==> src/rtl/disp_pkg.sv <==
// Shared types for the display read-channel arbiter: port ids, default tag depth, AR FSM states.
package disp_pkg;

    typedef logic port_id_t;

    localparam port_id_t PORT_S0 = 1'b0;
    localparam port_id_t PORT_S1 = 1'b1;

    localparam int C_OUTSTANDING_DEF = 4;

    typedef enum logic [0:0] {
        AR_IDLE  = 1'b0,
        AR_ISSUE = 1'b1
    } ar_state_e;

endpackage

==> src/rtl/disp_rd_arbiter_if.sv <==
// Bundle of requester-side AR/R signals, master-side AR/R signals and status for disp_rd_arbiter.
interface disp_rd_arbiter_if #(
    parameter int C_M_AXI_DATA_WIDTH = 64,
    parameter int C_M_AXI_ADDR_WIDTH = 32,
    parameter int C_OUTSTANDING      = 4
);
    localparam int CNT_W = $clog2(C_OUTSTANDING) + 1;

    logic [C_M_AXI_ADDR_WIDTH-1:0] S0_ARADDR, S1_ARADDR;
    logic [7:0]                    S0_ARLEN, S1_ARLEN;
    logic                          S0_ARVALID, S1_ARVALID;
    logic                          S0_ARREADY, S1_ARREADY;
    logic                          S0_RVALID, S1_RVALID;
    logic                          S0_RREADY, S1_RREADY;
    logic [C_M_AXI_DATA_WIDTH-1:0] S_RDATA;
    logic                          S_RLAST;

    logic [C_M_AXI_ADDR_WIDTH-1:0] M_ARADDR;
    logic [7:0]                    M_ARLEN;
    logic                          M_ARVALID, M_ARREADY;
    logic [C_M_AXI_DATA_WIDTH-1:0] M_RDATA;
    logic                          M_RLAST, M_RVALID, M_RREADY;

    logic [CNT_W-1:0]              OUTSTANDING;
    logic                          R_ORPHAN;

    // The arbiter is the AXI master towards memory; "slave" is everything around it.
    modport master (
        input  S0_ARADDR, S1_ARADDR, S0_ARLEN, S1_ARLEN, S0_ARVALID, S1_ARVALID,
        input  S0_RREADY, S1_RREADY, M_ARREADY, M_RDATA, M_RLAST, M_RVALID,
        output S0_ARREADY, S1_ARREADY, S0_RVALID, S1_RVALID, S_RDATA, S_RLAST,
        output M_ARADDR, M_ARLEN, M_ARVALID, M_RREADY, OUTSTANDING, R_ORPHAN
    );

    modport slave (
        output S0_ARADDR, S1_ARADDR, S0_ARLEN, S1_ARLEN, S0_ARVALID, S1_ARVALID,
        output S0_RREADY, S1_RREADY, M_ARREADY, M_RDATA, M_RLAST, M_RVALID,
        input  S0_ARREADY, S1_ARREADY, S0_RVALID, S1_RVALID, S_RDATA, S_RLAST,
        input  M_ARADDR, M_ARLEN, M_ARVALID, M_RREADY, OUTSTANDING, R_ORPHAN
    );

endinterface

==> src/rtl/disp_tag_fifo.sv <==
// Burst-owner tag FIFO: 1-bit port ids in issue order, power-of-two depth, async active-low reset.
module disp_tag_fifo
    import disp_pkg::*;
#(
    parameter int DEPTH = C_OUTSTANDING_DEF
) (
    input  logic                     clk_i,
    input  logic                     rst_ni,
    input  logic                     push_i,
    input  port_id_t                 din_i,
    input  logic                     pop_i,
    output port_id_t                 dout_o,
    output logic                     full_o,
    output logic                     empty_o,
    output logic [$clog2(DEPTH):0]   count_o
);
    localparam int AW = $clog2(DEPTH);

    port_id_t        mem_q [DEPTH];
    logic [AW-1:0]   wr_ptr_q, rd_ptr_q;
    logic [AW:0]     count_q;
    logic            do_push, do_pop;

    assign full_o  = (count_q == (AW+1)'(DEPTH));
    assign empty_o = (count_q == '0);
    assign count_o = count_q;
    assign dout_o  = mem_q[rd_ptr_q];

    assign do_push = push_i & ~full_o;
    assign do_pop  = pop_i & ~empty_o;

    // Pointers wrap naturally because DEPTH is a power of two.
    always_ff @(posedge clk_i or negedge rst_ni) begin
        if (!rst_ni) begin
            wr_ptr_q <= '0;
            rd_ptr_q <= '0;
            count_q  <= '0;
        end else begin
            if (do_push) wr_ptr_q <= wr_ptr_q + AW'(1);
            if (do_pop)  rd_ptr_q <= rd_ptr_q + AW'(1);
            case ({do_push, do_pop})
                2'b10:   count_q <= count_q + (AW+1)'(1);
                2'b01:   count_q <= count_q - (AW+1)'(1);
                default: count_q <= count_q;
            endcase
        end
    end

    always_ff @(posedge clk_i) begin
        if (do_push) mem_q[wr_ptr_q] <= din_i;
    end

endmodule

==> src/rtl/disp_rd_arbiter.sv <==
// Two-port AXI read arbiter sharing the display master read port; R beats steered by an owner tag FIFO.
// Define DISP_RD_ARB_RR_EN for round-robin arbitration; default is fixed priority to port 0.
module disp_rd_arbiter
    import disp_pkg::*;
#(
    parameter int C_M_AXI_DATA_WIDTH = 64,
    parameter int C_M_AXI_ADDR_WIDTH = 32,
    parameter int C_OUTSTANDING      = C_OUTSTANDING_DEF
) (
    input  logic               ACLK,
    input  logic               ARESETN,
    disp_rd_arbiter_if.master  bus
);
    localparam int CNT_W = $clog2(C_OUTSTANDING) + 1;

    localparam logic [0:0] ST_IDLE  = 1'(AR_IDLE);
    localparam logic [0:0] ST_ISSUE = 1'(AR_ISSUE);

    logic [0:0]                    state_q, state_d;
    logic [C_M_AXI_ADDR_WIDTH-1:0] araddr_q, araddr_d;
    logic [7:0]                    arlen_q, arlen_d;
    logic                          orphan_q, orphan_d;

    port_id_t                      winner, head;
    logic                          any_req, grant, pop;
    logic                          fifo_full, fifo_empty;
    logic [CNT_W-1:0]              count;
    logic [C_M_AXI_DATA_WIDTH-1:0] rdata;

    assign any_req = bus.S0_ARVALID | bus.S1_ARVALID;
    assign grant   = (state_q == ST_IDLE) & ~fifo_full & any_req;

`ifdef DISP_RD_ARB_RR_EN
    port_id_t rr_q, rr_d;

    // rr_q names the port that wins a tie; it flips to the loser after every grant.
    always_comb begin
        if (bus.S0_ARVALID && bus.S1_ARVALID) winner = rr_q;
        else if (bus.S1_ARVALID)              winner = PORT_S1;
        else                                  winner = PORT_S0;
        rr_d = rr_q;
        if (grant) rr_d = ~winner;
    end

    always_ff @(posedge ACLK or negedge ARESETN) begin
        if (!ARESETN) rr_q <= PORT_S0;
        else          rr_q <= rr_d;
    end
`else
    always_comb begin
        winner = bus.S0_ARVALID ? PORT_S0 : PORT_S1;
    end
`endif

    assign bus.S0_ARREADY = grant & (winner == PORT_S0);
    assign bus.S1_ARREADY = grant & (winner == PORT_S1);

    always_comb begin
        state_d  = state_q;
        araddr_d = araddr_q;
        arlen_d  = arlen_q;
        case (state_q)
            ST_IDLE: begin
                if (grant) begin
                    state_d  = ST_ISSUE;
                    araddr_d = (winner == PORT_S1) ? bus.S1_ARADDR : bus.S0_ARADDR;
                    arlen_d  = (winner == PORT_S1) ? bus.S1_ARLEN  : bus.S0_ARLEN;
                end
            end
            default: begin
                if (bus.M_ARREADY) state_d = ST_IDLE;
            end
        endcase
    end

    // AR address/length stay reset to zero so the master port is quiet out of reset.
    always_ff @(posedge ACLK or negedge ARESETN) begin
        if (!ARESETN) begin
            state_q  <= ST_IDLE;
            araddr_q <= '0;
            arlen_q  <= '0;
            orphan_q <= 1'b0;
        end else begin
            state_q  <= state_d;
            araddr_q <= araddr_d;
            arlen_q  <= arlen_d;
            orphan_q <= orphan_d;
        end
    end

    assign bus.M_ARVALID = (state_q == ST_ISSUE);
    assign bus.M_ARADDR  = araddr_q;
    assign bus.M_ARLEN   = arlen_q;

    // R steering is purely combinational; an empty tag FIFO blocks the beat entirely.
    assign bus.S0_RVALID = bus.M_RVALID & ~fifo_empty & (head == PORT_S0);
    assign bus.S1_RVALID = bus.M_RVALID & ~fifo_empty & (head == PORT_S1);
    assign bus.M_RREADY  = ~fifo_empty & ((head == PORT_S1) ? bus.S1_RREADY : bus.S0_RREADY);
    assign pop           = bus.M_RVALID & bus.M_RREADY & bus.M_RLAST;

    assign rdata       = bus.M_RDATA;
    assign bus.S_RDATA = rdata;
    assign bus.S_RLAST = bus.M_RLAST;

    assign orphan_d     = orphan_q | (bus.M_RVALID & fifo_empty);
    assign bus.R_ORPHAN = orphan_q;

    assign bus.OUTSTANDING = count;

    disp_tag_fifo #(
        .DEPTH (C_OUTSTANDING)
    ) u_tag_fifo (
        .clk_i   (ACLK),
        .rst_ni  (ARESETN),
        .push_i  (grant),
        .din_i   (winner),
        .pop_i   (pop),
        .dout_o  (head),
        .full_o  (fifo_full),
        .empty_o (fifo_empty),
        .count_o (count)
    );

endmodule
==> src/flat_wrapper.sv <==
// flat-port wrapper written by rule: the top's interface ports become plain ports
module disp_rd_arbiter_flat import disp_pkg::*;
#(
    parameter int C_M_AXI_DATA_WIDTH = 64,
    parameter int C_M_AXI_ADDR_WIDTH = 32,
    parameter int C_OUTSTANDING      = C_OUTSTANDING_DEF
)
  (ACLK, ARESETN, bus_S0_ARADDR, bus_S1_ARADDR, bus_S0_ARLEN, bus_S1_ARLEN, bus_S0_ARVALID, bus_S1_ARVALID, bus_S0_RREADY, bus_S1_RREADY, bus_M_ARREADY, bus_M_RDATA, bus_M_RLAST, bus_M_RVALID, bus_S0_ARREADY, bus_S1_ARREADY, bus_S0_RVALID, bus_S1_RVALID, bus_S_RDATA, bus_S_RLAST, bus_M_ARADDR, bus_M_ARLEN, bus_M_ARVALID, bus_M_RREADY, bus_OUTSTANDING, bus_R_ORPHAN);
  disp_rd_arbiter_if #(.C_M_AXI_DATA_WIDTH(C_M_AXI_DATA_WIDTH), .C_M_AXI_ADDR_WIDTH(C_M_AXI_ADDR_WIDTH), .C_OUTSTANDING(C_OUTSTANDING)) bus_i ();
  input  logic ACLK;
  input  logic ARESETN;
  input wire logic [$bits(bus_i.S0_ARADDR)-1:0] bus_S0_ARADDR;
  input wire logic [$bits(bus_i.S1_ARADDR)-1:0] bus_S1_ARADDR;
  input wire logic [$bits(bus_i.S0_ARLEN)-1:0] bus_S0_ARLEN;
  input wire logic [$bits(bus_i.S1_ARLEN)-1:0] bus_S1_ARLEN;
  input wire logic [$bits(bus_i.S0_ARVALID)-1:0] bus_S0_ARVALID;
  input wire logic [$bits(bus_i.S1_ARVALID)-1:0] bus_S1_ARVALID;
  input wire logic [$bits(bus_i.S0_RREADY)-1:0] bus_S0_RREADY;
  input wire logic [$bits(bus_i.S1_RREADY)-1:0] bus_S1_RREADY;
  input wire logic [$bits(bus_i.M_ARREADY)-1:0] bus_M_ARREADY;
  input wire logic [$bits(bus_i.M_RDATA)-1:0] bus_M_RDATA;
  input wire logic [$bits(bus_i.M_RLAST)-1:0] bus_M_RLAST;
  input wire logic [$bits(bus_i.M_RVALID)-1:0] bus_M_RVALID;
  output wire logic [$bits(bus_i.S0_ARREADY)-1:0] bus_S0_ARREADY;
  output wire logic [$bits(bus_i.S1_ARREADY)-1:0] bus_S1_ARREADY;
  output wire logic [$bits(bus_i.S0_RVALID)-1:0] bus_S0_RVALID;
  output wire logic [$bits(bus_i.S1_RVALID)-1:0] bus_S1_RVALID;
  output wire logic [$bits(bus_i.S_RDATA)-1:0] bus_S_RDATA;
  output wire logic [$bits(bus_i.S_RLAST)-1:0] bus_S_RLAST;
  output wire logic [$bits(bus_i.M_ARADDR)-1:0] bus_M_ARADDR;
  output wire logic [$bits(bus_i.M_ARLEN)-1:0] bus_M_ARLEN;
  output wire logic [$bits(bus_i.M_ARVALID)-1:0] bus_M_ARVALID;
  output wire logic [$bits(bus_i.M_RREADY)-1:0] bus_M_RREADY;
  output wire logic [$bits(bus_i.OUTSTANDING)-1:0] bus_OUTSTANDING;
  output wire logic [$bits(bus_i.R_ORPHAN)-1:0] bus_R_ORPHAN;
  assign bus_i.S0_ARADDR = bus_S0_ARADDR;
  assign bus_i.S1_ARADDR = bus_S1_ARADDR;
  assign bus_i.S0_ARLEN = bus_S0_ARLEN;
  assign bus_i.S1_ARLEN = bus_S1_ARLEN;
  assign bus_i.S0_ARVALID = bus_S0_ARVALID;
  assign bus_i.S1_ARVALID = bus_S1_ARVALID;
  assign bus_i.S0_RREADY = bus_S0_RREADY;
  assign bus_i.S1_RREADY = bus_S1_RREADY;
  assign bus_i.M_ARREADY = bus_M_ARREADY;
  assign bus_i.M_RDATA = bus_M_RDATA;
  assign bus_i.M_RLAST = bus_M_RLAST;
  assign bus_i.M_RVALID = bus_M_RVALID;
  assign bus_S0_ARREADY = bus_i.S0_ARREADY;
  assign bus_S1_ARREADY = bus_i.S1_ARREADY;
  assign bus_S0_RVALID = bus_i.S0_RVALID;
  assign bus_S1_RVALID = bus_i.S1_RVALID;
  assign bus_S_RDATA = bus_i.S_RDATA;
  assign bus_S_RLAST = bus_i.S_RLAST;
  assign bus_M_ARADDR = bus_i.M_ARADDR;
  assign bus_M_ARLEN = bus_i.M_ARLEN;
  assign bus_M_ARVALID = bus_i.M_ARVALID;
  assign bus_M_RREADY = bus_i.M_RREADY;
  assign bus_OUTSTANDING = bus_i.OUTSTANDING;
  assign bus_R_ORPHAN = bus_i.R_ORPHAN;
  disp_rd_arbiter #(.C_M_AXI_DATA_WIDTH(C_M_AXI_DATA_WIDTH), .C_M_AXI_ADDR_WIDTH(C_M_AXI_ADDR_WIDTH), .C_OUTSTANDING(C_OUTSTANDING)) u_core (.ACLK(ACLK), .ARESETN(ARESETN), .bus(bus_i));
endmodule
==> config.mk <==
export PLATFORM = sky130hd
export DESIGN_NAME = disp_rd_arbiter_flat
export DESIGN_NICKNAME = d
export VERILOG_FILES = /design/src/rtl/disp_pkg.sv /design/src/rtl/disp_rd_arbiter_if.sv /design/src/rtl/disp_tag_fifo.sv /design/src/rtl/disp_rd_arbiter.sv /design/src/flat_wrapper.sv
export SDC_FILE = /design/constraint.sdc
export NUM_CORES = 1
export LEC_CHECK = 0
export ABC_AREA = 1
export ABC_CLOCK_PERIOD_IN_PS = 4900
export CAP_MARGIN = 15
export CORE_AREA = 3 3 103 105
export CTS_BUF_LIST = sky130_fd_sc_hd__clkbuf_8
export CTS_CLUSTER_DIAMETER = 200
export DETAILED_ROUTE_END_ITERATION = 6
export DIE_AREA = 0 0 106 108
export PLACE_DENSITY_LB_ADDON = 0.2
export SKIP_CTS_REPAIR_TIMING = 1
export SLEW_MARGIN = 30
export SYNTH_ARGS = -nofsm -noshare
export SYNTH_HDL_FRONTEND = slang
export SYNTH_SLANG_ARGS = --single-unit
==> constraint.sdc <==
create_clock -name ACLK -period 4.9 [get_ports ACLK]
set_clock_uncertainty 0.05 [all_clocks]
set_input_delay 0.98 -clock ACLK [delete_from_list [all_inputs] [get_ports ACLK]]
set_output_delay 0.98 -clock ACLK [all_outputs]
set_load 0.005 [all_outputs]
=== Yosys cells after proc, flatten, opt, wreduce, memory -nomap -nowiden ===
Memory sizes are Yosys's and may differ from the RTL's.
Cells that the tools add are included.
Widths: inputs -> output; s select.

* Add/subtract/negate cells: 4
* Eq/ne operators: 3
* Multiplexer cells: 10
* Bitwise logic cells: 19
* Reduce and logical (&&, ||, !) cells: 3

{| class="wikitable"
|+ Operator list
! operator !! number
|-
| $mux 32 || 1
|-
| $and 1x1->1 || 13
|-
| $mux 8 || 1
|-
| $mux 1 || 7
|-
| $pmux 3 s2 || 1
|-
| $add 2x1->2 const B || 2
|-
| $not 1->1 || 4
|-
| $add 3x1->3 const B || 1
|-
| $eq 3x3->1 const B || 1
|-
| $logic_not 3->1 || 1
|-
| $sub 3x1->3 const B || 1
|-
| $eq 2x1->1 const B || 1
|-
| $eq 2x2->1 const B || 1
|-
| $or 1x1->1 || 2
|-
| $reduce_and 2->1 || 1
|-
| $reduce_bool 2->1 || 1
|}

* Bits in registers: 49
* RAM bits: 4
* Input bits: 153
* Output and inout bits: 115
* Logic and storage cells: 47
* Memories kept: 1

{| class="wikitable"
|+ Memories
! name !! depth !! bits a word !! read ports !! clocked after Yosys merged registers in !! write ports !! RTL line !! source
|-
| u_core.u_tag_fifo.mem_q || 4 || 1 || 1 || 0 || 1 || disp_tag_fifo.sv:19 || <nowiki>port_id_t mem_q [DEPTH];</nowiki>
|}

=== Longest topological paths before layout ===
Gate-level depths: netlist (run 1).

* Depth in word-level cells: 8
* Gate-level depth with buffers: 13
* Mapped depth without buffers: 13

=== Hierarchy ===
From an unflattened synthesis (run 1), not the netlist that was laid out.

* Cell total of the unflattened synthesis: 465
* Area, all modules: 3368.2 sq um

{| class="wikitable"
|+ Modules (own cells, without submodules)
! module !! instances !! cells an instance !! area an instance (sq um) !! sequential area each (sq um)
|-
| disp_rd_arbiter || 1 || 392 || 2737.6 || 1051.0
|-
| disp_tag_fifo || 1 || 73 || 630.6 || 295.3
|}

=== Worst setup path after synthesis (run 1) ===
OpenSTA, ideal clock, no wires.

* Kind: input to register
* Start point: in bus_S0_ARVALID
* End point: reg u_core.u_tag_fifo.count_q[2], in the netlist u_core.u_tag_fifo.count_o[2]
* Setup time: 131 ps
* Data arrival time: 2368 ps
* Required time: 4719 ps
* Path slack: 2351 ps
* Stages on the path: 8
* Path buffers: 1
* Cell sequence: o211ai_4 > buf_2 > ha_1 > inv_1 > fa_1 > a21oi_1 > o21ai_0 > xor2_1

* Word-level cells in the longest chain between the ends: 5
* Elaborated cells between the ends (all ways): 7
* Classes of those cells: 2 x eq/ne; 1 x mux; 3 x bitwise; 1 x reduce/logical

{| class="wikitable"
|+ Ends and longest elaborated chain
! element !! RTL line !! source
|-
| start: declaration || flat_wrapper.sv:16 || <nowiki>input wire logic [$bits(bus_i.S0_ARVALID)-1:0] bus_S0_ARVALID;</nowiki>
|-
| $or 1x1->1 * || disp_rd_arbiter.sv:30 || <nowiki>assign any_req = bus.S0_ARVALID | bus.S1_ARVALID;</nowiki>
|-
| $and 1x1->1 * || disp_rd_arbiter.sv:31 || <nowiki>assign grant = (state_q == ST_IDLE) & ~fifo_full & any_req;</nowiki>
|-
| $and 1x1->1 * || disp_tag_fifo.sv:29 || <nowiki>assign do_push = push_i & ~full_o;</nowiki>
|-
| $eq 2x1->1 or $eq 2x2->1 (tied branches) || disp_tag_fifo.sv:41 || <nowiki>case ({do_push, do_pop})</nowiki>
|-
| $pmux 3 s2 or $reduce_bool 2->1 (tied branches) || - ||
|-
| end signal: assignment || disp_tag_fifo.sv:42 || <nowiki>2'b10: count_q <= count_q + (AW+1)'(1);</nowiki>
|-
| end signal: assignment || disp_tag_fifo.sv:43 || <nowiki>2'b01: count_q <= count_q - (AW+1)'(1);</nowiki>
|-
| end signal: assignment || disp_tag_fifo.sv:44 || <nowiki>default: count_q <= count_q;</nowiki>
|-
| end: declaration || disp_tag_fifo.sv:21 || <nowiki>logic [AW:0] count_q;</nowiki>
|}

Mark *: on every way between the ends. The rest lies on a longest branch, timed or not.
A chain may end at the register's enable or synchronous reset.

=== Final worst setup path (run 1) ===
* Start point: in bus_S0_ARVALID
* End point: out bus_S0_ARREADY

* Word-level cells in the longest chain between the ends: 3

{| class="wikitable"
|+ Ends and longest elaborated chain
! element !! RTL line !! source
|-
| $or 1x1->1 || disp_rd_arbiter.sv:30 ||
|-
| $and 1x1->1 || disp_rd_arbiter.sv:31 ||
|-
| $and 1x1->1 * || disp_rd_arbiter.sv:55 || <nowiki>assign bus.S0_ARREADY = grant & (winner == PORT_S0);</nowiki>
|-
| end: declaration || flat_wrapper.sv:24 || <nowiki>output wire logic [$bits(bus_i.S0_ARREADY)-1:0] bus_S0_ARREADY;</nowiki>
|}

Marks and branches as above.

==> results of run 1 <==
==> power by group through the flow <==
stage | logic, mW | registers (mW) | clock network (mW)
floorplan | 0.592 | 0.789 | 0
global placement | 1.15 | 0.781 | 0
detailed placement | 1.16 | 0.782 | 0
CTS | 1.16 | 0.780 | 0.289
global route | 1.28 | 0.810 | 0.304
finish | 1.13 | 0.777 | 0.271
==> synthesized netlist by cell type <==
| library cell | n | area share (%) |
|---|---|---|
| nor2_1 | 8 | 1.0 |
| fa_1 | 1 | 0.67 |
| a21o_1 | 1 | 0.25 |
| o21ai_0 | 3 | 0.50 |
| nand3_1 | 48 | 8.0 |
| inv_1 | 18 | 2.2 |
| buf_4 | 69 | 17 |
| xnor2_1 | 1 | 0.29 |
| ha_1 | 5 | 2.1 |
| inv_2 | 1 | 0.12 |
| edfxtp_1 | 4 | 4.0 |
| buf_2 | 3 | 0.50 |
| nor2_4 | 2 | 0.75 |
| xor2_1 | 3 | 0.87 |
| o211ai_4 | 1 | 0.71 |
| a21oi_1 | 3 | 0.50 |
| buf_6 | 6 | 2.2 |
| dfrtp_1 | 49 | 41 |
| nand2_1 | 136 | 17 |
| nand3_2 | 1 | 0.33 |
==> worst max-delay path: cells and delay by family <==
family / cells / cell delay [ns]
buf+inv: 3 / 1.30
simple gates: 1 / 0.14
==> layer usage <==
layer,track usage [%],vias to the layer above,routed length [um]
met2,22.3,120,3570
met1,16.0,1124,3150
met5,0,-,0
met3,6.63,22,872
met4,3.61,0,141
li1,-,1204,-
==> per-stage QoR <==
| step | total power [mW] | instance area [sq um] |
|---|---|---|
| final | 2.18 | 4090 |
| after global routing | 2.39 | 4090 |
| after CTS | 2.23 | 4090 |
| after detailed placement | 1.94 | 3990 |
| after global placement | 1.93 | 3990 |
| after floorplan | 1.38 | 3010 |
==> flip-flops by register name (all words and copies together), names as in the netlist <==
signal and count:
u_core.u_tag_fifo.rd_ptr_q 2, u_core.u_tag_fifo.mem_q 4, u_core.u_tag_fifo.count_o 3, u_core.bus.R_ORPHAN 1, u_core.bus.M_ARVALID 1, u_core.bus.M_ARADDR 32, u_core.u_tag_fifo.wr_ptr_q 2, u_core.bus.M_ARLEN 8
==> worst paths after layout <==
| kind | from | end | cells after the start | slack (ns) |
|---|---|---|---|---|
| min in group asynchronous | ARESETN | u_core.bus.M_ARADDR[6]$_DFFE_PN0P_ | 2 | 0.72 |
| worst max register to register | u_core.u_tag_fifo.count_o[1]$_DFFE_PN0P_ | u_core.u_tag_fifo.count_o[2]$_DFFE_PN0P_ | 10 | 2.35 |
| worst min-delay path | u_core.bus.R_ORPHAN$_DFF_PN0_ | u_core.bus.R_ORPHAN$_DFF_PN0_ | 1 | 0.41 |
| worst max-delay path | bus_S0_ARVALID | bus_S0_ARREADY | 4 | 1.44 |
| worst min register to register | u_core.bus.R_ORPHAN$_DFF_PN0_ | u_core.bus.R_ORPHAN$_DFF_PN0_ | 1 | 0.41 |
| max in group asynchronous | ARESETN | u_core.bus.M_ARADDR[14]$_DFFE_PN0P_ | 2 | 3.64 |
==> logic make-up (layout without fill, tap and decap cells) <==
family,after synthesis,in the layout
AND/OR/NAND/NOR,195,195
buffers and inverters,97,170
flip-flops,53,53
AO/OA/AOI/OAI,8,8
adder cells (fa/ha/maj),6,6
XOR/XNOR,4,4
==> cells in the final DEF, fill, tap and decap left out <==
cell type,count
xor2_1,3
a21oi_1,3
clkbuf_8,6
o21ai_0,3
a21o_1,1
fa_1,1
nand3_1,48
buf_4,4
dfrtp_1,49
nor2_4,2
edfxtp_1,4
clkinv_4,1
xnor2_1,1
o211ai_4,1
inv_1,18
inv_6,1
nand2_1,136
inv_2,1
ha_1,5
buf_2,1
nor2_1,8
nand3_2,1
clkdlybuf4s50_1,138
==> cell type report <==
class | count | area share (%)
clock inverters | 2 | 0.428
clock buffers | 6 | 2.02
flip-flops and latches | 53 | 32.9
well taps | 133 | 4.07
multi-input cells | 213 | 24.2
repair buffers | 143 | 34.6
inverters | 19 | 1.74
==> flow_summary.json, run 1 <==
{
  "clockBufferDepth": 2,
  "dpl.cell_count": 561,
  "start_util_pct": 30.9,
  "syn-cell-area_sq_mm": 0.00301,
  "gp_congestion": 0.749,
  "seqPwrFrac_pct": 35.7,
  "tightestPinTransition_ns": 0.641,
  "multiInputGateArea_sq_um": 990,
  "slew_viol_final": 0,
  "hp-class": "flip-flop to flip-flop",
  "grt_max_degree": 50,
  "routed_wirelength_um": 7740,
  "synth.area.mux_share_pct": 0,
  "firstDrtPassIters": 4,
  "cap_violations": 0,
  "synth_top_family_by_area": "simple AND/OR/NAND/NOR gates",
  "cts_made_buffers": 5,
  "grt_overflow_total": 0,
  "n_fill_cell": 1019,
  "tns_ns": 0,
  "syn_area_per_cell_sq_um": 8.29,
  "path_clk_slew_ns": 0.10,
  "layout-drive-gt1-share_pct": 4.13,
  "die_area_sq_mm": 0.0114,
  "h-tree-depth": 2,
  "final_nets": 594,
  "finalHoldViolCount": 0,
  "n_antenna_cell": 0,
  "yosysUniqueCellTypes": 20,
  "coreArea_sq_mm": 0.00973,
  "holdWs_ns": 0.413,
  "antenna_found_initial": 0,
  "clkLatencyLatePin_ns": 0.30,
  "cp-start-kind": "primary input",
  "drt-initial-drc-count": 86,
  "synthesis.instances": 363,
  "grt_pass1_vias": 2531,
  "avgRoutedWirePerCell_um": 13.6,
  "cp-end-kind": "primary output",
  "viasPerCell": 4.34,
  "clkPwrFrac_pct": 12.5,
  "rsz0062_at_grt": "no",
  "cell_internal_pwr_mw": 1.38,
  "grt_pass1_wl_um": 12400,
  "port-buffer-count": 139,
  "required_ns": 3.87,
  "dieWidth_um": 106,
  "crit_chain": "clkdlybuf4s50_1 > inv_1 > nor2_4 > clkdlybuf4s50_1",
  "cts_tree": "done",
  "syn_nets": 522,
  "setup-violations-final": 0,
  "crit_slowest_cell": "clkdlybuf4s50_1",
  "finalCriticalPeriod_ns": 3.46,
  "synth_compound_area_share_pct": 1.96,
  "cp.arrival_ns": 2.43,
  "status": "finished, final reports clean",
  "yosys.area_share.simple_pct": 27.0,
  "remaining_drc_errors": 0,
  "peakVddDrop_v": 0.000232,
  "clock_sinks": 53,
  "yosysSeqAreaShare_pct": 44.8,
  "cp_common_cell": "clkdlybuf4s50_1",
  "synthXorXnorAreaFrac_pct": 1.16,
  "leakagePower_nw": 1.83,
  "boundaryPins": 268,
  "ys_warn_count": 0,
  "place_ws_ns": 1.33,
  "register_area_sq_mm": 0.00135,
  "finalCritPeriodShare_pct": 70.5,
  "synth_fa_ha_area_share_pct": 2.75,
  "worstSetupPathType": "primary input to primary output",
  "fin_cells": 569,
  "final_antenna_net_count": 0,
  "die_h_um": 108,
  "fmax_mhz": 289,
  "slew_headroom_pct": 57.3,
  "grt_usage_pct": 13.6,
  "vias": 2470,
  "crit_path_max_fanout": 5,
  "setup_ws_ns": 1.44,
  "root_buffer": "clkbuf_8",
  "ys_ff_latch": 53,
  "num_rows": 36,
  "p_comb_share_pct": 51.8,
  "critical_path.max_stage_delay_ns": 0.60,
  "area_growth_pct": 36.0,
  "switching_share_pct": 36.7,
  "pwr_density_cell_mw_per_mm2": 532,
  "final_util_pct": 42.0,
  "p_sw_mw": 0.799,
  "dp_hpwl_um": 5710
}
Note: power is estimated with default switching activity, not from simulation.
==> run 2, diff against run 1 <==
--- a/config.mk
+++ b/config.mk
@@ -6,13 +6,13 @@
 export NUM_CORES = 1
 export LEC_CHECK = 0
 export ABC_AREA = 1
-export ABC_CLOCK_PERIOD_IN_PS = 4900
+export ABC_CLOCK_PERIOD_IN_PS = 2900
 export CAP_MARGIN = 15
-export CORE_AREA = 3 3 103 105
+export CORE_MARGIN = 3
+export CORE_UTILIZATION = 29
 export CTS_BUF_LIST = sky130_fd_sc_hd__clkbuf_8
 export CTS_CLUSTER_DIAMETER = 200
 export DETAILED_ROUTE_END_ITERATION = 6
-export DIE_AREA = 0 0 106 108
 export PLACE_DENSITY_LB_ADDON = 0.2
 export SKIP_CTS_REPAIR_TIMING = 1
 export SLEW_MARGIN = 30
==> constraint.sdc (replaced) <==
create_clock -name ACLK -period 2.9 [get_ports ACLK]
set_clock_uncertainty 0.05 [all_clocks]
set_input_delay 0.58 -clock ACLK [delete_from_list [all_inputs] [get_ports ACLK]]
set_output_delay 0.58 -clock ACLK [all_outputs]
set_load 0.005 [all_outputs]
==> flow_summary.json, run 2 (synthesis gave the netlist of run 1 again) <==
{
  "pwr_density_cell_mw_per_mm2": 910,
  "clkLatencyLatePin_ns": 0.30,
  "routed_wirelength_um": 7730,
  "vias": 2463,
  "finalHoldViolCount": 0,
  "n_antenna_cell": 0,
  "h-tree-depth": 2,
  "cp_common_cell": "clkdlybuf4s50_1",
  "setup_ws_ns": 0.269,
  "path_clk_slew_ns": 0.10,
  "clockBufferDepth": 2,
  "die_h_um": 108,
  "dp_hpwl_um": 5860,
  "firstDrtPassIters": 4,
  "avgRoutedWirePerCell_um": 13.5,
  "antenna_found_initial": 0,
  "coreArea_sq_mm": 0.00991,
  "cp.arrival_ns": 2.00,
  "status": "finished, final reports clean",
  "remaining_drc_errors": 0,
  "num_rows": 36,
  "clock_sinks": 53,
  "tns_ns": 0,
  "finalCritPeriodShare_pct": 90.7,
  "grt_max_degree": 41,
  "final_nets": 596,
  "grt_pass1_wl_um": 12300,
  "dieWidth_um": 108,
  "layout_commonest_cell": "clkdlybuf4s50_1",
  "crit_slowest_cell": "clkdlybuf4s50_1",
  "rsz0062_at_grt": "no",
  "port-buffer-count": 139,
  "fmax_mhz": 380,
  "gp_congestion": 0.807,
  "critical_path.max_stage_delay_ns": 0.61,
  "power_mw": 3.75,
  "cts_tree": "done",
  "largest_register_ffs": 32,
  "holdWs_ns": 0.211,
  "grt_usage_pct": 13.3,
  "leakagePower_nw": 1.85,
  "tightestPinTransition_ns": 0.592,
  "crit_path_max_fanout": 5,
  "grt_pass1_vias": 2503,
  "crit_chain": "clkdlybuf4s50_1 > inv_1 > nor2_4 > clkdlybuf4s50_1",
  "reg2reg_depth": 13,
  "hp-class": "primary input to asynchronous set/reset pin",
  "area_growth_pct": 36.9,
  "finalCriticalPeriod_ns": 2.63,
  "cp-end-kind": "primary output",
  "slew_viol_final": 0,
  "required_ns": 2.27,
  "reg2reg_from": "u_core.u_tag_fifo.rd_ptr_q[0]$_DFFE_PN0P_",
  "grt_overflow_total": 0,
  "root_buffer": "clkbuf_8",
  "rrSetupSlack_ns": 0.61,
  "cts_made_buffers": 5,
  "n_fill_cell": 1038,
  "layout_common_cells": "clkdlybuf4s50_1, nand2_1, dfrtp_1, nand3_1, inv_1",
  "cap_violations": 0,
  "final_antenna_net_count": 0,
  "peakVddDrop_v": 0.000350,
  "slew_headroom_pct": 60.5,
  "place_ws_ns": 0.154,
  "drt-initial-drc-count": 122,
  "setup-violations-final": 0,
  "boundaryPins": 268,
  "regToRegEndpoint": "u_core.u_tag_fifo.count_o[2]$_DFFE_PN0P_",
  "start_util_pct": 30.4,
  "die_area_sq_mm": 0.0116,
  "layout-drive-gt1-share_pct": 4.57,
  "viasPerCell": 4.31,
  "cp-start-kind": "primary input",
  "worstSetupPathType": "primary input to primary output"
}
## run 2: changes by cell type in the layout (fill, tap and decap cells not counted), sizes merged
cell    change
buf         +2
bufinv      +1
clkbuf      -1
## run 2: how the worst max path moves through the flow
stage / from / to / slack, ns / depth (start not counted)
detailed placement: bus_M_RVALID / u_core.u_tag_fifo.count_o[2]$_DFFE_PN0P_ / 0.15 / 11
finish: bus_S0_ARVALID / bus_S0_ARREADY / 0.27 / 4
floorplan: bus_S0_ARVALID / u_core.u_tag_fifo.count_o[2]$_DFFE_PN0P_ / 0.75 / 8
global route: bus_S0_ARVALID / bus_S0_ARREADY / 0.21 / 4
global placement: bus_M_RVALID / u_core.u_tag_fifo.count_o[2]$_DFFE_PN0P_ / 0.21 / 11
CTS: bus_S0_ARVALID / bus_S0_ARREADY / 0.24 / 4
## run 2: critical path: cells and delay by family
kind	cells	cell delay, ns
simple gates	1	0.13
buf+inv	3	1.29
## run 2: metrics by stage
step | cell area [sq um] | std cells | utilization (%)
after floorplan | 3010 | 363 | -
after global placement | 4010 | 563 | 40.4
after detailed placement | 4010 | 563 | 40.4
after CTS | 4120 | 571 | 41.6
after global routing | 4120 | 571 | 41.6
final | 4120 | 571 | 41.6
## run 2: metal layers
layer	vias up	share of wire, %	global-route usage, %
met3	24	11	5.64
met5	-	0	0
li1	1209	-	-
met4	0	1.8	5.23
met1	1113	40	15.3
met2	117	47	21.8
## run 2: where the power goes
part | switching, mW | leakage, nW | total (mW) | internal (mW)
Combinational | 0.873 | 1.16 | 1.91 | 1.03
Clock | 0.262 | 0.0585 | 0.522 | 0.259
Sequential | 0.213 | 0.628 | 1.32 | 1.11
Total | 1.35 | 1.85 | 3.75 | 2.40
## run 2: final cells by class
cell class	instances	area [sq um]	share of cell area (%)
sequential	53	1350	32.7
tap	133	166	4.04
timing repair buffer	145	1430	34.8
inverter	19	71.3	1.73
clock buffer	5	68.8	1.67
clock inverter	3	43.8	1.06
multi-input combinational	213	990	24.0
